### config.mk
export PLATFORM = sky130hd
export DESIGN_NAME = coin_payment_fsm
export DESIGN_NICKNAME = d
export VERILOG_FILES = /design/src/rtl/coffee_pkg.sv /design/src/rtl/coin_payment_fsm_adder.sv /design/src/rtl/coin_payment_fsm.sv
export SDC_FILE = /design/constraint.sdc
export NUM_CORES = 1
export LEC_CHECK = 0
export ABC_CLOCK_PERIOD_IN_PS = 3500
export CAP_MARGIN = 20
export CORE_ASPECT_RATIO = 1.4
export CORE_MARGIN = 4
export CORE_UTILIZATION = 46
export CTS_CLUSTER_SIZE = 12
export DETAILED_ROUTE_END_ITERATION = 8
export GPL_ROUTABILITY_DRIVEN = 1
export PLACE_DENSITY = 0.76
export SETUP_SLACK_MARGIN = 0.4
export SYNTH_ARGS = -nofsm -noshare
export SYNTH_HDL_FRONTEND = slang
export SYNTH_HIERARCHICAL = 1
export SYNTH_SLANG_ARGS = --single-unit
### constraint.sdc
create_clock -name clk -period 3.5 [get_ports clk]
set_input_delay 0.7 -clock clk [delete_from_list [all_inputs] [get_ports clk]]
set_output_delay 0.7 -clock clk [all_outputs]
set_load 0.1 [all_outputs]
### src/rtl/coffee_pkg.sv
// Shared coffee-machine types: payment FSM states and currency width.
package coffee_pkg;

    localparam int unsigned CURRENCY_W = 8;

    typedef enum logic [2:0] {
        IDLE,
        COLLECT,
        CHECK,
        VEND,
        REFUND
    } state_t;

endpackage

### src/rtl/coin_payment_fsm_adder.sv
// Shared adder/flag unit: s = a + b + cin with carry, zero, negative and signed-overflow flags.
module coin_payment_fsm_adder #(
    parameter int unsigned DATA_WIDTH = 8
) (
    input  logic [DATA_WIDTH-1:0] a,
    input  logic [DATA_WIDTH-1:0] b,
    input  logic                  cin,
    output logic [DATA_WIDTH-1:0] s,
    output logic                  cout,
    output logic                  z,
    output logic                  n,
    output logic                  o
);

    logic [DATA_WIDTH:0] sum;

    assign sum  = {1'b0, a} + {1'b0, b} + (DATA_WIDTH+1)'(cin);
    assign s    = sum[DATA_WIDTH-1:0];
    assign cout = sum[DATA_WIDTH];
    assign z    = (s == '0);
    assign n    = s[DATA_WIDTH-1];
    assign o    = (a[DATA_WIDTH-1] == b[DATA_WIDTH-1]) && (s[DATA_WIDTH-1] != a[DATA_WIDTH-1]);

endmodule

### src/rtl/coin_payment_fsm.sv
// Coin payment controller: accumulates credit, compares it to the price through the
// shared adder, requests a vend and reports change or refund.
module coin_payment_fsm
    import coffee_pkg::*;
#(
    parameter int unsigned DATA_WIDTH = CURRENCY_W
) (
    input  logic                  clk,
    input  logic                  rst_n,
    input  logic                  start,
    input  logic [DATA_WIDTH-1:0] price,
    input  logic                  coin_valid,
    input  logic [DATA_WIDTH-1:0] coin_value,
    input  logic                  cancel,
    input  logic                  vend_ack,
    output logic [DATA_WIDTH-1:0] credit,
    output logic                  vend_req,
    output logic [DATA_WIDTH-1:0] change,
    output logic                  change_valid,
    output logic                  exact_pay,
    output logic                  coin_reject,
    output logic                  busy
);

    state_t                state, state_d;
    logic [DATA_WIDTH-1:0] price_q, price_d;
    logic [DATA_WIDTH-1:0] credit_d, change_d;
    logic                  vend_req_d, change_valid_d, exact_pay_d, coin_reject_d, busy_d;

    logic [DATA_WIDTH-1:0] add_b, add_s;
    logic                  add_cin, add_cout, add_z;
    logic                  unused_n, unused_o;

    // CHECK computes credit - price as credit + ~price + 1; otherwise credit + coin
    always_comb begin
        add_b   = coin_value;
        add_cin = 1'b0;
        if (state == CHECK) begin
            add_b   = ~price_q;
            add_cin = 1'b1;
        end
    end

    coin_payment_fsm_adder #(
        .DATA_WIDTH(DATA_WIDTH)
    ) u_adder (
        .a   (credit),
        .b   (add_b),
        .cin (add_cin),
        .s   (add_s),
        .cout(add_cout),
        .z   (add_z),
        .n   (unused_n),
        .o   (unused_o)
    );

    always_ff @(posedge clk or negedge rst_n) begin
        if (!rst_n) begin
            state        <= IDLE;
            price_q      <= '0;
            credit       <= '0;
            change       <= '0;
            vend_req     <= 1'b0;
            change_valid <= 1'b0;
            exact_pay    <= 1'b0;
            coin_reject  <= 1'b0;
            busy         <= 1'b0;
        end else begin
            state        <= state_d;
            price_q      <= price_d;
            credit       <= credit_d;
            change       <= change_d;
            vend_req     <= vend_req_d;
            change_valid <= change_valid_d;
            exact_pay    <= exact_pay_d;
            coin_reject  <= coin_reject_d;
            busy         <= busy_d;
        end
    end

    // A coin is rejected unless it is accepted into credit in COLLECT
    always_comb begin
        state_d        = state;
        price_d        = price_q;
        credit_d       = credit;
        change_d       = change;
        exact_pay_d    = exact_pay;
        change_valid_d = 1'b0;
        coin_reject_d  = coin_valid;

        case (state)
            IDLE: begin
                if (start) begin
                    price_d = price;
                    state_d = CHECK;
                end
            end
            COLLECT: begin
                if (cancel) begin
                    state_d = REFUND;
                end else if (coin_valid && !add_cout) begin
                    credit_d      = add_s;
                    coin_reject_d = 1'b0;
                    state_d       = CHECK;
                end
            end
            CHECK: begin
                if (cancel) begin
                    state_d = REFUND;
                end else if (add_cout) begin
                    change_d    = add_s;
                    exact_pay_d = add_z;
                    state_d     = VEND;
                end else begin
                    state_d = COLLECT;
                end
            end
            VEND: begin
                if (vend_ack) begin
                    change_valid_d = 1'b1;
                    credit_d       = '0;
                    state_d        = IDLE;
                end
            end
            REFUND: begin
                change_d       = credit;
                change_valid_d = 1'b1;
                credit_d       = '0;
                state_d        = IDLE;
            end
            default: state_d = IDLE;
        endcase

        if ((state_d == IDLE) && (state != IDLE)) begin
            exact_pay_d = 1'b0;
        end
        vend_req_d = (state_d == VEND);
        busy_d     = (state_d != IDLE);
    end

endmodule
---- Word-level counts from Yosys, hierarchy flattened ----
Cells that the tools add are included.
word-level totals
  bits of input ports ..................... 22
  flip-flop bits (word level) ............. 32
  output and inout port bits .............. 21
  logic and storage cells ................. 64
operators by class
  add/subtract/negate cells ............... 2
  eq/ne operators ......................... 11
  mux-type cells .......................... 25
  bitwise operators ....................... 1
  reduce and logical (&&, ||, !) cells .... 16
operators with widths
  kind                number
  $mux 8              6
  $pmux 8 s3          1
  $pmux 8 s2          1
  $mux 3              5
  $pmux 3 s4          1
  $add 8x8->9         1
  $add 9x1->9         1
  $eq 3x2->1 const B  3
  $mux 1              9
  $reduce_bool 3->1   3
  $logic_not 8->1     1
  $ne 2x2->1 const B  4
  $not 8->8           1
  $logic_not 3->1     2
  $reduce_and 3->1    2
  $reduce_bool 2->1   3
  $ne 2x1->1 const B  2
  $reduce_and 4->1    1
  $eq 3x1->1 const B  1
  $eq 3x3->1 const B  1
  $logic_and 1x1->1   2
  $mux 2              1
  $pmux 1 s2          1
  $reduce_and 2->1    1
  $logic_not 1->1     1

---- Depth between registers and ports, before layout ----
Gate-level depths: netlist of the first run.
  word-level depth ........................ 13
  depth in mapped cells ................... 18
  mapped depth without buffers ............ 15

---- By module ----
Netlist of the first run, hierarchy kept.
modules (own cells, without submodules)
  module                  area an instance (µm²)  instances  cells an instance
  coin_payment_fsm        1580.3                  1          138
  coin_payment_fsm_adder  460.4                   1          65

---- Least setup slack after synthesis of the first run ----
Ideal clock, no wire load.
  path type ............................... register -> register
  start ................................... register state[2]
  end ..................................... register change[0]
  library setup time ...................... 0.125 ns
  arrival time ............................ 3.639 ns
  cell stages (with the launch flop) ...... 18
  path slack .............................. -0.264 ns
  path through ............................ dfrtp_1 clkbuf_1 or3b_2 buf_2 clkbuf_1 o21ai_0 inv_1 fa_1 inv_1 fa_1 a21o_1 a31oi_1 a21oi_1 o21ai_0 nand2b_1 nand4bb_1 a21oi_2 mux2_2
on the way
  elaborated cells between the ends (all ways) .. 13
RTL lines
  element                     line                          source
  from (decl)                 coin_payment_fsm.sv:25        state_t state, state_d;
  from (signal assigned)      coin_payment_fsm.sv:69        state <= state_d;
  $eq 3x2->1                  coin_payment_fsm.sv:38        if (state == CHECK) begin
  $mux 8                      coin_payment_fsm.sv:38
  named net add_b[0]          coin_payment_fsm.sv:30        logic [DATA_WIDTH-1:0] add_b, add_s;
  $add 8x8->9                 coin_payment_fsm_adder.sv:17  assign sum = {1'b0, a} + {1'b0, b} + (DATA_WIDTH+1)'(cin);
  $add 9x1->9                 coin_payment_fsm_adder.sv:17
  named net add_cout          coin_payment_fsm.sv:31        logic add_cin, add_cout, add_z;
  $ne 2x1->1 (no line)        n/a
  $reduce_and 3->1 (no line)  n/a
  to (signal assigned)        coin_payment_fsm.sv:72        change <= change_d;
  to (decl)                   coin_payment_fsm.sv:18        output logic [DATA_WIDTH-1:0] change,
The timed path passes the listed nets, and every way through them passes these cells. The select of a mux whose other input is x is not followed.
A chain may end at the register's enable or synchronous reset.

---- Worst setup path after layout of the first run ----
  start ................................... register state[2]
  end ..................................... register credit[2]
on the way
  cells in the longest elaborated chain, start to end .. 8
  elaborated cells between the ends (all ways) .. 18
RTL lines
  element                     line                          source
  $eq 3x2->1                  coin_payment_fsm.sv:38
  $mux 8                      coin_payment_fsm.sv:38
  named net add_b[0]          coin_payment_fsm.sv:30
  $add 8x8->9                 coin_payment_fsm_adder.sv:17
  $add 9x1->9                 coin_payment_fsm_adder.sv:17
  named net add_cout          coin_payment_fsm.sv:31
  $logic_not 1->1             coin_payment_fsm.sv:101       end else if (coin_valid && !add_cout) begin
  $logic_and 1x1->1           coin_payment_fsm.sv:101
  $ne 2x2->1 (no line)        n/a
  $reduce_and 4->1 (no line)  n/a
  to (signal assigned)        coin_payment_fsm.sv:71        credit <= credit_d;
  to (decl)                   coin_payment_fsm.sv:16        output logic [DATA_WIDTH-1:0] credit,
The timed path passes the listed nets, and every way through them passes these cells. The select of a mux whose other input is x is not followed.

==> metrics, run 1 <==
Starting Density=47.43%; Critical Path Start=state[2]$_DFF_PN0_; Setup WS post-layout=0.2896 ns; total track usage=17.06%; max-slew violation total from the final report=0; die footprint=5508 um^2; Clock Skews=0.002030 ns; final hold violations=0; post-route ant nets=0; I/O pins=43; placed cell areas=2587 um^2; core area=4239 um^2; minimum clock period=3.210 ns; vias in the first global route=1575; Num CTS Buffers=5; share of layout cells above drive strength 1=27.06%; CP required=3.66 ns; mapped cell area=2011 um^2; CTS Buffer Depth=2; CTS Sinks=32; FP Rows=28; startpoint types=flip-flop; CP endpoint kind=flip-flop; P&R area growth vs syn=37.90%; DR WL/cell=14.01 um; die outline width=63.88 um; Worst Hold Depth=1; R2R Setup Slk=0.29 ns; Fmax achieved=311.5 MHz; CP max FO=6; n_diodes=0; Worst VDD drop=0.3847 mV; H-tree Lvls=2; Max Cap Viol=0; hold crit path type=reg -> reg; IO buf count=42; Cells after Synth=198; worst r2r dst=credit[2]$_DFFE_PN0P_; post-route cell area=2773 um^2; DR iter-0 viols=64; RSZ-0062 raised after global routing=yes; GPL Wtd Cong=0.8167; CP arrival=3.37 ns; Lkg Pwr=1.275 nW; hold path endpoint=price_q[2]$_DFFE_PN0P_; slew margin rel.=34.59%; maximum number of pins on one net before global-route repair=33; post-DP HPWL=3223 um; pre-CTS setup slack=-0.04778 ns; critical path class=reg -> reg; drt drc=0; final WL=4412 um; CTS tree=yes; hold path start=price_q[2]$_DFFE_PN0P_; Vias=1670; Worst-Margin Slew=0.9780 ns; reg2reg start=state[2]$_DFF_PN0_; status=completed; Syn Nets=229; Power Density=1065 nW/um^2; reg2reg path depth=17; clock root cell=clkbuf_8; final period utilization=91.72%; worst skew pair latency=0.28 ns; Yosys warning count=6; grt ovf=0; final net count=285; Filler Cell Count=331; post-synthesis average cell area=10.15 um^2; # setup viols final=0; Die H=86.23 um; DR pass1 iterations=4; routed vias/inst=5.302; initial antenna violation count=0; first-pass GRT wire length=7486 um; clk slew on worst S/H paths=0.07 ns; total negative slack=0 ns
==> critical path: stages (launching register included) <==
cell and delay [ns]:
dfrtp_1 0.38, or3b_4 0.47, nand2_2 0.10, o21ai_2 0.05, inv_1 0.06, fa_2 0.19, inv_2 0.04, fa_2 0.34
a21o_1 0.19, a31oi_2 0.21, a21oi_2 0.09, o21ai_1 0.13, nand2b_1 0.10, nor4_1 0.19, buf_4 0.18, nand3_4 0.09
buf_6 0.15, mux2i_1 0.12
==> state kept, by name, indices dropped and copies added (netlist names) <==
name	flops
change	8
credit	8
price_q	8
state	3
busy	1
change_valid	1
coin_reject	1
exact_pay	1
vend_req	1
==> metal layers <==
layer  wire length, um  share of wire [%]  track usage (%)
met5                 0                  0                0
met2              2342                 53            30.01
met4                82                1.9            6.483
met3               153                3.5            2.983
met1              1832                 42            20.62
==> per-stage QoR <==
stage | total power, mW | cells | utilization (%) | hold slack [ns]
2_1_floorplan | 2.140 | 198 | - | 0.4044
5_1_grt | 3.137 | 315 | 65.41 | 0.5191
6_report | 2.952 | 315 | 65.41 | 0.5018
4_1_cts | 2.945 | 314 | 64.99 | 0.5064
3_3_place_gp | 2.497 | 303 | 61.04 | 0.4841
3_5_place_dp | 2.531 | 303 | 61.04 | 0.4910
==> layout make-up <==
class	instances	area [um^2]	area share, %
Multi-Input combinational cell	145	1189	42.87
Sequential cell	32	800.8	28.88
Timing Repair Buffer	59	559.3	20.17
Tap cell	60	75.07	2.708
Clock buffer	6	72.57	2.617
Inverter	11	41.29	1.489
Clock inverter	2	35.03	1.264
==> where the power goes <==
| part | switching, mW | internal (mW) |
|---|---|---|
| clock network | 0.135 | 0.211 |
| registers | 0.0819 | 0.514 |
| logic | 1.23 | 0.779 |
| total | 1.45 | 1.50 |
==> cells in the final DEF (no fill, tap or decap), drive strengths merged, types with 9 or more instances in the layout <==
master / instances
mux2i: 10
clkdlybuf4s50: 38
mux2: 25
nand3: 11
nand2: 21
o21ai: 13
dfrtp: 32
buf: 20
a21oi: 9
inv: 11
==> timing repair <==
item / CTS / global route
pin swaps: 7 / 3
buffers inserted: 2 / 1
resized for setup: 10 / 4
gates cloned: 1 / 0
hold buffers: 0 / 0
setup endpoints to repair: 18 / 19
==> worst max path at each step <==
stage,endpoint,slack (ns),depth (start not counted)
floorplan,change[0]$_DFFE_PN0P_,0.02,17
global placement,credit[2]$_DFFE_PN0P_,-0.06,17
detailed placement,change[3]$_DFFE_PN0P_,-0.05,16
CTS,change[3]$_DFFE_PN0P_,0.30,15
global route,exact_pay$_DFFE_PN0P_,0.16,14
finish,credit[2]$_DFFE_PN0P_,0.29,17
Power figures use the tool's default switching activity.
==> run 2, diff against run 1 <==
- ABC_AREA: unset -> 1
- CELL_PAD_IN_SITES_DETAIL_PLACEMENT: unset -> 0
- CELL_PAD_IN_SITES_GLOBAL_PLACEMENT: unset -> 1
- CORE_UTILIZATION: 46 -> 33
- PLACE_DENSITY: 0.76 -> unset
- PLACE_DENSITY_LB_ADDON: unset -> 0.1
==> run 2 against run 1 <==
- sequential share of layout area is 0.92 points higher
- count of clock-buffer cells in the layout down 1
- cell count rose by 20%
- die area increased by 35%
- clock skew up 0.0060 ns
- sequential cell count is the same
- largest cell class unchanged
==> metrics, run 2 <==
Vias=1780 (+6.6%); Cells after Synth=253 (+28%); CP required=3.68 ns (+0.02 ns); drt drc=0 (unchanged); Die H=100.5 um (+17%); IO buf count=42 (unchanged); Clock Skews=0.008018 ns (+0.005988 ns); vias in the first global route=1798 (+14%); worst skew pair latency=0.29 ns (about the same); met2 usage=26.09% (-3.9 points); met1 Use GR=17.14% (-3.5 points); Largest regs=change (8), credit (8), price_q (8); routed vias/inst=4.709 (-11%); first-pass GRT wire length=8259 um (+10%); I/O pins=43 (unchanged); DR pass1 iterations=4 (unchanged); Max Cap Viol=0 (unchanged); CP arrival=3.06 ns (-0.31 ns); final net count=338 (+19%); DR WL/cell=13.38 um (-4.5%); Num CTS Buffers=5 (unchanged); Yosys warning count=6 (unchanged); FP Rows=33 (+18%); minimum clock period=2.877 ns (-0.3330 ns); Syn Nets=284 (+24%); CP endpoint kind=flip-flop; hold crit path type=reg -> reg; GPL Wtd Cong=0.7811 (-4.4%); final WL=5058 um (+15%); core area=5904 um^2 (+39%); Worst-Margin Slew=0.9706 ns (-0.007434 ns); P&R area growth vs syn=33.44%; critical path class=reg -> reg; # setup viols final=0 (unchanged); CTS Buffer Depth=2 (unchanged); H-tree Lvls=2 (unchanged); most frequent cells in the layout=nand2_1 (50), inv_1 (42), clkdlybuf4s50_1 (34); final period utilization=82.21% (-9.5 points); CTS Sinks=32 (unchanged); placed insts=363 (+20%); status=completed; initial antenna violation count=0 (unchanged); maximum number of pins on one net before global-route repair=33 (unchanged); GRT met3 Usage=2.994% (+0.011 points); post-route ant nets=0 (unchanged); most common cell after layout, fill and taps aside=nand2_1; clk slew on worst S/H paths=0.08 ns (about the same); Starting Density=34.16% (-13 points); max-slew violation total from the final report=0 (unchanged); post-synthesis average cell area=7.972 um^2 (-21%); RSZ-0062 raised after global routing=no; final hold violations=0 (unchanged); Fmax achieved=347.5 MHz (+12%); die outline width=74.08 um (+16%); startpoint types=flip-flop; GR peak layer=met2; total track usage=14.69% (-2.4 points); grt ovf=0 (unchanged); n_diodes=0 (unchanged); final std cells w/o fill=378 (+20%); post-route cell area=2691 um^2 (-2.9%); clock root cell=clkbuf_8; mapped cell area=2017 um^2 (+0.31%); CP max FO=11 (+5); slew margin rel.=35.09% (+0.50 points); post-DP HPWL=3880 um (+20%); CTS tree=yes; die footprint=7445 um^2 (+35%); share of layout cells above drive strength 1=27.27% (+0.21 points); placed cell areas=2490 um^2 (-3.8%); DR iter-0 viols=37 (-42%); hold buffer count at cts=0 (unchanged)
==> run 2: layout make-up <==
type | count | area [um^2]
fillers | 629 | 3213
multi-input cells | 164 | 1028
flip-flops and latches | 32 | 802.0
repair buffers | 54 | 495.5
inverters | 50 | 190.2
well taps | 70 | 87.58
clock buffers | 5 | 68.82
clock inverters | 3 | 18.77
==> run 2: path summary, 6_finish.rpt <==
kind                                            start                     to  slack (ns)  depth (start not counted)
worst max-delay path               state[2]$_DFF_PN0_  exact_pay$_DFFE_PN0P_        0.62                         21
worst min-delay path            change[7]$_DFFE_PN0P_  change[7]$_DFFE_PN0P_        0.49                          2
worst max register to register     state[2]$_DFF_PN0_  exact_pay$_DFFE_PN0P_        0.62                         21
worst min register to register  change[7]$_DFFE_PN0P_  change[7]$_DFFE_PN0P_        0.49                          2
max in group asynchronous                       rst_n     state[2]$_DFF_PN0_        2.34                          2
min in group asynchronous                       rst_n  credit[3]$_DFFE_PN0P_        0.82                          2
==> run 2: per-stage QoR <==
stage	util [%]	setup WS [ns]	hold slack [ns]	TNS (ns)
after floorplan	-	0.4277	0.4044	0
after CTS	44.25	0.4066	0.4983	0
final	45.58	0.6226	0.4917	0
after detailed placement	42.17	-0.07269	0.4778	-0.5013
after global routing	45.58	0.3748	0.5179	0
after global placement	42.17	-0.01962	0.4740	-0.1035
==> run 2: worst max-delay path: stages (launching register included) <==
cell      delay [ns]
dfrtp_2         0.45
nor2_4          0.16
nand2_4         0.12
buf_4           0.19
o21ai_0         0.24
ha_1            0.34
nand2_1         0.09
clkinv_1        0.08
nand3_2         0.08
nand2_1         0.05
nand2_1         0.07
nand2_1         0.05
nand2_1         0.07
nand2_2         0.07
inv_4           0.08
nor2_1          0.05
nand3_1         0.11
nand2_2         0.09
nor2_4          0.13
nand3_2         0.08
nor2_1          0.11
nor2_1          0.05
==> run 2: per-layer routing <==
layer	part of all wire [%]	wire [um]	up-vias
met1	40	2043	831
met2	54	2721	36
met4	1.5	74	0
met5	0	0	-
li1	-	-	908
met3	4.3	219	5
==> run 2: what timing repair did <==
action / 4_1_cts / 5_1_grt
pin swaps: 2 / 11
resized for setup: 8 / 16
endpoints found under the setup margin: 10 / 20
setup buffers: 2 / 5
Power of run 2 is left out: the tool's default activity adds up to more than one toggle a clock period on the data nets, which glitch-free logic cannot reach.
==> run 3, diff against run 2 <==
- ABC_CLOCK_PERIOD_IN_PS: 3500 -> 2300
- clock period: 3.5 -> 2.3 ns (I/O delays scaled with it)
==> run 3 against run 2 <==
- the run now ends with setup timing left
- count of clock-buffer cells in the layout stayed put
- non-clock buffer count up 36
- register-to-register slack got worse by 1.1 ns
- worst hold slack worse by 0.0019 ns
- core utilization up 5.8 points
- via count up 6.6%
- critical path depth rose by 4
- global-route usage is 1.0 points higher
- critical endpoint is now credit[5]$_DFFE_PN0P_
- largest cell class unchanged
==> metrics, run 3 (same netlist as run 2, synthesis figures left out) <==
I/O pins=43 (unchanged); first-pass GRT wire length=8797 um (+6.5%); die footprint=7445 um^2 (unchanged); minimum clock period=2.779 ns (-0.09852 ns); final period utilization=120.8% (+39 points); reg2reg path depth=25 (+19%); DR pass1 iterations=4 (unchanged); Fmax achieved=359.9 MHz (+3.5%); n_diodes=0 (unchanged); Num CTS Buffers=5 (unchanged); critical path class=reg -> reg; CP max stage delay=0.38 ns (-0.07 ns); Setup WS post-layout=-0.4788 ns (-1.101 ns); P&R area growth vs syn=50.50%; IO buf count=42 (unchanged); failing checks=setup timing; grt ovf=0 (unchanged); CP endpoint kind=flip-flop; CTS tree=yes; total track usage=15.72% (+1.0 points); startpoint types=flip-flop; routed vias/inst=4.573 (-2.9%); post-route cell area=3035 um^2 (+13%); Worst-Margin Slew=0.4352 ns (-0.5354 ns); FP Rows=33 (unchanged); # setup viols final=22 (+22); clk slew on worst S/H paths=0.08 ns (about the same); GR peak layer=met2; hold crit path type=reg -> reg; Worst Hold Depth=2 (unchanged); vias in the first global route=1987 (+11%); worst skew pair latency=0.29 ns (about the same); Die H=100.5 um (unchanged); slew margin rel.=70.99% (+36 points); maximum number of pins on one net before global-route repair=33 (unchanged); post-route ant nets=0 (unchanged); hold buffer count at cts=0 (unchanged); GPL Wtd Cong=0.7711 (-1.3%); status=complete, but fails checks; CP max FO=5 (-6); max-slew violation total from the final report=0 (unchanged); Clock Skews=0.008598 ns (+0.0005799 ns); CTS Buffer Depth=2 (unchanged); RSZ-0062 raised after global routing=yes; slowest cell on the critical path=fa_2; post-DP HPWL=4202 um (+8.3%); Largest regs=change (8), credit (8), price_q (8); placed cell areas=2736 um^2 (+9.9%); clock root cell=clkbuf_8; Starting Density=34.16% (unchanged); delay-heaviest family, CP=simple AND/OR/NAND/NOR gates; final net count=375 (+11%); CP arrival=2.96 ns (-0.10 ns); CTS Sinks=32 (unchanged); Max Cap Viol=0 (unchanged); DR WL/cell=13.32 um (-0.49%); share of layout cells above drive strength 1=43.48% (+16 points); met2 usage=29.71% (+3.6 points); die outline width=74.08 um (unchanged); CP required=2.48 ns (-1.20 ns); final hold violations=0 (unchanged); initial antenna violation count=0 (unchanged); worst hold slack=0.4898 ns (-0.001873 ns); pre-CTS setup slack=-0.8821 ns (-0.8094 ns); drt drc=0 (unchanged); met1 Use GR=16.62% (-0.52 points); GRT met3 Usage=3.593% (+0.60 points); critical path depth=25 (+19%); most common cell after layout, fill and taps aside=buf_4; Vias=1898 (+6.6%); CP Buf/Inv Count=5 (+2); most frequent cells in the layout=buf_4 (66), nand2_1 (50), inv_1 (40); DR iter-0 viols=44 (+19%); H-tree Lvls=2 (unchanged); core area=5904 um^2 (unchanged); final WL=5526 um (+9.3%)
==> run 3: worst register-to-register path: cells and delay by family (launching register included) <==
family,cells,cell delay (ns)
AOI/OAI and AO/OA,2,0.11
adders and majority gates,2,0.57
buffers and inverters,5,0.36
DFF,1,0.36
and+or+nand+nor,16,1.26
==> run 3: layout make-up <==
cell class	count	area, um^2
inverters	50	187.7
fillers	592	2869
clock inverters	3	18.77
repair buffers	90	739.5
well taps	70	87.58
multi-input cells	165	1131
clock buffers	5	68.82
flip-flops and latches	32	802.0
==> run 3: per-stage QoR <==
stage,TNS [ns],util [%],cells
after CTS,-9.267,49.48,410
after global placement,-15.46,46.34,398
after global routing,-13.37,51.41,415
final,-9.104,51.41,415
after floorplan,-11.68,-,253
after detailed placement,-15.98,46.34,398
==> run 3: repair_timing <==
| item | in CTS | in global routing |
|---|---|---|
| endpoints found under the setup margin | 22 | 22 |
| setup buffers | 4 | 4 |
| gates resized for setup | 15 | 18 |
| pin swaps | 5 | 10 |
| hold endpoints to repair | 0 | 0 |
| cloned | 0 | 1 |
==> run 3: path summary, 6_finish.rpt <==
kind	start	slack (ns)	endpoint
hold reg to reg	change[5]$_DFFE_PN0P_	0.49	change[5]$_DFFE_PN0P_
hold / removal	change[5]$_DFFE_PN0P_	0.49	change[5]$_DFFE_PN0P_
setup reg to reg	state[1]$_DFF_PN0_	-0.48	credit[5]$_DFFE_PN0P_
min in group asynchronous	rst_n	0.57	credit[5]$_DFFE_PN0P_
setup / recovery	state[1]$_DFF_PN0_	-0.48	credit[5]$_DFFE_PN0P_
max in group asynchronous	rst_n	1.40	credit[0]$_DFFE_PN0P_
==> run 3: metal layers <==
metal	wire length [um]	part of all wire [%]	vias up
met5	0	0	-
met4	63	1.1	0
met3	189	3.4	5
met2	3074	56	31
met1	2198	40	882
li1	-	-	980
Power of run 3 is left out for the same reason.
